File: config.mk
export PLATFORM = sky130hd
export DESIGN_NAME = sat_counter
export DESIGN_NICKNAME = d
export VERILOG_FILES = /design/src/rtl/sat_counter.sv
export SDC_FILE = /design/constraint.sdc
export NUM_CORES = 1
export LEC_CHECK = 0
export ABC_AREA = 1
export CORE_AREA = 2 2 40 42
export DETAILED_ROUTE_END_ITERATION = 16
export DIE_AREA = 0 0 42 44
export DONT_BUFFER_PORTS = 1
export PLACE_DENSITY = 0.67
export SLEW_MARGIN = 30
export SYNTH_ARGS = -nofsm -noshare
export SYNTH_HDL_FRONTEND = slang
export SYNTH_SLANG_ARGS = --single-unit
File: constraint.sdc
create_clock -name clk -period 2.15 [get_ports clk]
set_input_delay 0.1075 -clock clk [delete_from_list [all_inputs] [get_ports clk]]
set_output_delay 0.1075 -clock clk [all_outputs]
set_load 0.05 [all_outputs]
File: src/rtl/sat_counter.sv
// Saturating counter: optional clear, +1 increment and +value add in one cycle.
// Clear and increment together load 1, which starts a new count on the same beat.
module sat_counter #(
    parameter int W = 8
) (
    input  logic         clk,
    input  logic         reset,
    input  logic         clr_i,
    input  logic         inc_i,
    input  logic         add_i,
    input  logic [W-1:0] val_i,
    output logic [W-1:0] q_o
);

    logic [W-1:0] cnt_q;
    logic [W-1:0] cnt_d;
    logic [W-1:0] base;
    logic [W:0]   sum;

    // Next value: the sum is one bit wider so an overflow pins the count at all-ones.
    always_comb begin
        base = clr_i ? {W{1'b0}} : cnt_q;
        sum  = {1'b0, base} + {{W{1'b0}}, inc_i} + (add_i ? {1'b0, val_i} : {(W+1){1'b0}});
        if (sum[W]) begin
            cnt_d = {W{1'b1}};
        end else begin
            cnt_d = sum[W-1:0];
        end
    end

    // Counter register.
    always_ff @(posedge clk) begin
        if (reset) begin
            cnt_q <= {W{1'b0}};
        end else begin
            cnt_q <= cnt_d;
        end
    end

    assign q_o = cnt_q;

endmodule

==> qor.yml, run 1 <==
post_cts_resized: 0
p_seq_frac: 0.364
die_x_um: 42
internal_power_w: 0.000289
power.leakage_nw: 0.572
grt_max_degree: 9
swShare: 0.384
clkPwrFrac: 0.249
largest_reg_flops: 8
fin_ws_ns: 0.397
synth_cell_types: 19
met2_wirelength_um: 682
yosys_warnings: 0
slew_headroom: 0.873
top_layer_used: "met4"
fill_cells: 136
h-tree-depth: 1
path_common_cell: "nand2_1"
drtAntennaViolNets: 0
start_kind: "flip-flop"
met3_length_um: 96
rsz0062_at_grt: "no"
crit_arrival_ns: 1.96
synthTopCellsByArea: "dfxtp_1 21%, nand2_1 19%, inv_1 17%"
cts.sinks: 8
synthToLayoutAreaGrowth_pct: 14.0
fin_crit_sh: 0.815
synth_nets: 149
dieArea_um2: 1850
crit_family: "simple AND/OR/NAND/NOR gates"
ir_drop_mv: 0.403
yosys.area.top_type: "dfxtp_1"
row_count: 14
ioPinCount: 21
postSynthAreaPerCell_um2: 5.92
first_global_vias: 623
drt-met1-wl_um: 642
cts_buffers: 3
fin_tns_setup_ns: 0
slew_viol_final: 0
maxCapViolCount: 0
drive_gt1_frac: 0.109
nNetsFinal: 161
hold_path.class: "input port to flip-flop"
cp_slowest_stage_delay_ns: 0.35
synth-edff-count: 0
syn-cell-area_um2: 752
required_ns: 2.36
synthFlopType: "dfxtp_1"
synthCells: 127
clock_skew_ns: 0.00238
drc: 0
cts_tree: "built"
wl_per_cell_um: 9.35
cts_root_buffer: "clkbuf_4"
worst_slew_pin_slew_ns: 0.188
slowest_stage: "fa_1"
wl_um: 1430
place.gp.congestion: 0.829
p_sw_w: 0.000181
path_clk_slew_ns: 0.05
async_flop_share: 0
dp.final_hpwl_um: 1180
critPathBufInv: 2
p_comb_frac: 0.387
critPathKind: "flip-flop to flip-flop"
fin_total_pwr_w: 0.000470
setup_viol: 0
drt_pre_antenna_iters: 4
clkLatencyLatePin_ns: 0.26
cts_max_path_buffers: 2
synthDominantCellAreaShare: 0.213
power_density_nw_per_um2: 549
port_buffers: 0
num_antenna_cells: 0
antenna_found_initial: 0
finalCriticalPeriod_ns: 1.75
multiInputGateArea_um2: 449
start_util: 0.530
path_cells: "nand2_1 > fa_1 > inv_1 > fa_1 > nand2_1 > nand2_1 > nand2_2 > nor2_2 > nor2_4 > o21ai_1 > nand2_1 > inv_1"
viasPerCell: 4.57
clock.fmax_mhz: 571
drt-initial-drc-count: 5
hold_viol_final: 0
post-place-ws_ns: 0.413
coreArea_um2: 1420
grtUsageTotal: 0.170
vias: 699
timing.critical_path.to_type: "flip-flop"
synth-seq-cells: 8
overflow: 0
seq_area_frac_synth: 0.213
cp_max_fo: 7
seqCellArea_um2: 160
die_h_um: 44
grt_pass1_wl_um: 2330
outcome: "finished clean"
fin_util: 0.604
cells in the final DEF, fill, tap and decap left out, drive strengths merged:
cell type and count:
a21oi 4, dlygate4sd3 1, buf 8, o21ai 1
clkinv 1, o31ai 1, nand2 40, nor2 13
ha 7, dfxtp 8, clkbuf 3, fa 2
inv 35, or2 2, xor2 2, nand3b 1
nand3 8
synthesized netlist by cell type (2+ instances only):
| cell | number |
|---|---|
| xor2_1 | 2 |
| nor2_1 | 11 |
| ha_1 | 7 |
| nand3_1 | 8 |
| nand2_1 | 39 |
| fa_1 | 2 |
| inv_1 | 34 |
| dfxtp_1 | 8 |
| or2_1 | 2 |
| a21oi_1 | 4 |
| clkbuf_1 | 2 |
through the flow:
stage | instances | hold slack, ns | instance area, um2
floorplan | 127 | 0.177 | 752
global placement | 149 | 0.183 | 825
finish | 153 | 0.0942 | 857
CTS | 153 | 0.0892 | 857
detailed placement | 149 | 0.184 | 825
global route | 153 | 0.0981 | 857
path summary, 6_finish.rpt:
| check | cells after the start | slack [ns] | startpoint | endpoint |
|---|---|---|---|---|
| setup reg to reg | 12 | 0.40 | q_o[0] | q_o[2] |
| setup / recovery | 12 | 0.40 | q_o[0] | q_o[2] |
| hold reg to reg | 5 | 0.72 | q_o[0] | q_o[0] |
| hold / removal | 3 | 0.09 | reset | q_o[5] |
power by group through the flow:
stage	sequential [W]	clock, W	combinational (W)
6_report	0.000171	0.000117	0.000182
5_1_grt	0.000173	0.000127	0.000202
4_1_cts	0.000171	0.000118	0.000183
3_5_place_dp	0.000175	0	0.000181
3_3_place_gp	0.000174	0	0.000179
2_1_floorplan	0.000229	0	0.0000891
worst min-delay path: stages:
cell and delay [ns]:
inv_1 0.08, nand2_1 0.09, inv_1 0.03
what timing repair did:
| item | in CTS | in global routing |
|---|---|---|
| hold endpoints to repair | 2 | 0 |
| buffers inserted | 0 | 0 |
| hold buffers | 1 | 0 |
| endpoints found under the setup margin | 0 | 0 |
area by class of cell:
type                    instances  area share
multi-input cells              81       0.524
flip-flops and latches          8       0.187
inverters                      36       0.158
repair buffers                  9      0.0818
clock buffers                   3      0.0263
well taps                      16      0.0234
metal layers:
metal / GRT usage / vias up
li1: - / 388
met1: 0.194 / 290
met2: 0.297 / 19
met3: 0.0458 / 2
met4: 0.0774 / 0
met5: 0 / -
kinds of logic (layout without fill, tap and decap cells):
| group | Yosys count | after routing | synth area share |
|---|---|---|---|
| AND/OR/NAND/NOR | 64 | 64 | 0.361 |
| buffers and inverters | 38 | 48 | 0.190 |
| adder cells (fa/ha/maj) | 9 | 9 | 0.170 |
| flip-flops | 8 | 8 | 0.213 |
| AO/OA/AOI/OAI | 6 | 6 | 0.0433 |
| XOR/XNOR | 2 | 2 | 0.0233 |
Note: power is estimated with default switching activity, not from simulation.
==> inputs of run 2 (changes only) <==
--- a/config.mk
+++ b/config.mk
@@ -6,11 +6,11 @@
 export NUM_CORES = 1
 export LEC_CHECK = 0
 export ABC_AREA = 1
-export CORE_AREA = 2 2 40 42
+export CORE_AREA = 2 2 41 43
 export DETAILED_ROUTE_END_ITERATION = 16
-export DIE_AREA = 0 0 42 44
+export DIE_AREA = 0 0 43 45
 export DONT_BUFFER_PORTS = 1
-export PLACE_DENSITY = 0.67
+export PLACE_DENSITY = 0.66
 export SLEW_MARGIN = 30
 export SYNTH_ARGS = -nofsm -noshare
 export SYNTH_HDL_FRONTEND = slang
==> constraint.sdc (replaced) <==
create_clock -name clk -period 1.5 [get_ports clk]
set_input_delay 0.075 -clock clk [delete_from_list [all_inputs] [get_ports clk]]
set_output_delay 0.075 -clock clk [all_outputs]
set_load 0.05 [all_outputs]
==> run 2 against run 1 <==
Compared with the run above:
- the flow now finishes with violations (setup timing)
- non-clock buffer count up 6
- global-route usage up 2.1 points
- clock-buffer cell count up 1
- die area up 4.7%
- clock skew up 0.0026 ns
- cell count up 4.6%
- register-to-register slack worse by 0.67 ns
- via count up 9.2%
- setup slack worse by 0.67 ns
- maximum frequency down 1.0%
- clock power up 65%
- power up 56%
==> qor.yml, run 2 (same netlist as run 1, synthesis figures left out) <==
clkLatencyLatePin_ns: 0.27
start_kind: "flip-flop"
path_clk_slew_ns: 0.06
num_antenna_cells: 0
rsz0062_at_grt: "yes"
grt_max_degree: 9
place.gp.congestion: 0.877
fin_util: 0.649
coreArea_um2: 1470
setup_viol: 8
drt-initial-drc-count: 16
grtUsageTotal: 0.190
hp-start: "reset"
r2r_end: "q_o[2]"
holdPathStages: 3
vias: 763
cp_max_fo: 7
hold_viol_final: 0
cts_tree: "built"
required_ns: 1.66
wl_um: 1720
ir_drop_mv: 0.386
r2r_start: "q_o[0]"
dp.final_hpwl_um: 1260
maxCapViolCount: 0
worst_slew_pin_slew_ns: 0.215
grtUsageMet3: 0.0680
drc: 0
holdWs_ns: 0.0365
layout_common_cells: "35 x nand2_1, 33 x inv_1, 14 x buf_4, 11 x nor2_1, 7 x ha_1"
drtAntennaViolNets: 0
drive_gt1_frac: 0.257
fin_crit_sh: 1.18
nNetsFinal: 167
final_common_cell: "nand2_1"
outcome: "complete, but fails checks"
clock_skew_ns: 0.00493
finalCriticalPeriod_ns: 1.77
synthToLayoutAreaGrowth_pct: 27.0
min_to: "q_o[6]"
overflow: 0
timing.critical_path.to_type: "flip-flop"
reg2reg_depth: 12
port_buffers: 0
top_usage_layer: "met2"
fill_cells: 140
hold_path.class: "input port to flip-flop"
fin_ws_ns: -0.271
ioPinCount: 21
grt_util_met1: 0.226
violations: "setup timing"
crit_arrival_ns: 1.94
drt_pre_antenna_iters: 4
slew_headroom: 0.856
path_cells: "nand2_2 > fa_2 > inv_2 > fa_2 > nand2_2 > nand2_2 > nand2_4 > nor2_4 > nor2_4 > o21ai_1 > nand2_1 > inv_1"
slowest_stage: "dfxtp_4"
power_density_nw_per_um2: 771
power.leakage_nw: 0.625
largest_reg_flops: 8
r2r_slack_ns: -0.27
start_util: 0.511
wl_per_cell_um: 10.8
die_h_um: 45
dieArea_um2: 1940
grt_use_met2: 0.327
cp_slowest_stage_delay_ns: 0.34
viasPerCell: 4.77
post-place-ws_ns: -0.247
critPathKind: "flip-flop to flip-flop"
antenna_found_initial: 0
fin_tns_setup_ns: -1.77
cts.sinks: 8
path_common_cell: "nand2_2"
h-tree-depth: 1
row_count: 14
cts_root_buffer: "clkbuf_4"
grt_pass1_wl_um: 2710
cts_buffers: 3
first_global_vias: 690
die_x_um: 43
clock.fmax_mhz: 565
cts_max_path_buffers: 2
slew_viol_final: 0
## run 2: cell count changes in the layout (fill, tap and decap cells not counted), sizes merged
cell	before	now
buf	8	14
clkbuf	3	4
## run 2: final cells by class
cell class / instances / area, um2 / area share
Clock buffer: 4 / 26.3 / 0.0275
Inverter: 36 / 135 / 0.142
Multi-Input combinational cell: 81 / 488 / 0.511
Sequential cell: 8 / 170 / 0.178
Tap cell: 16 / 20.0 / 0.0210
Timing Repair Buffer: 15 / 115 / 0.121
## run 2: through the flow
stage	area [um2]	power, W	instances
2_1_floorplan	772	0.000462	127
3_3_place_gp	867	0.000523	152
3_5_place_dp	867	0.000525	152
4_1_cts	927	0.000733	158
5_1_grt	955	0.000783	160
6_report	955	0.000736	160
## run 2: repair_timing
item	CTS	global route
resized for setup	6	3
endpoints found under the setup margin	8	8
pin swaps	6	3
hold buffers	1	0
setup buffers	1	2
hold endpoints to repair	2	0
## run 2: worst max path at each step
| stage | start | to | slack [ns] |
|---|---|---|---|
| after floorplan | q_o[0] | q_o[2] | -0.22 |
| after global placement | q_o[0] | q_o[2] | -0.20 |
| after detailed placement | q_o[0] | q_o[2] | -0.25 |
| after CTS | q_o[0] | q_o[2] | -0.22 |
| after global routing | q_o[0] | q_o[2] | -0.39 |
| final | q_o[0] | q_o[2] | -0.27 |
## run 2: metal layers
metal  up-vias  routed length (um)  part of all wire
met5         -                   0                 0
met4         0                  36             0.021
met3         4                  96             0.056
met2        24                 843              0.49
met1       332                 746              0.43
li1        403                   -                 -
## run 2: critical path: cells and delay by family, from the launching register on
kind,cells,cell delay (ns)
AND/OR/NAND/NOR,7,0.60
adder cells (fa/ha/maj),2,0.53
flip-flops,1,0.34
AO/OA/AOI/OAI,1,0.12
buffers and inverters,2,0.08
## run 2: power by group
group          switching (W)  internal, W
combinational       0.000188     0.000105
clock              0.0000905     0.000103
sequential         0.0000107     0.000238
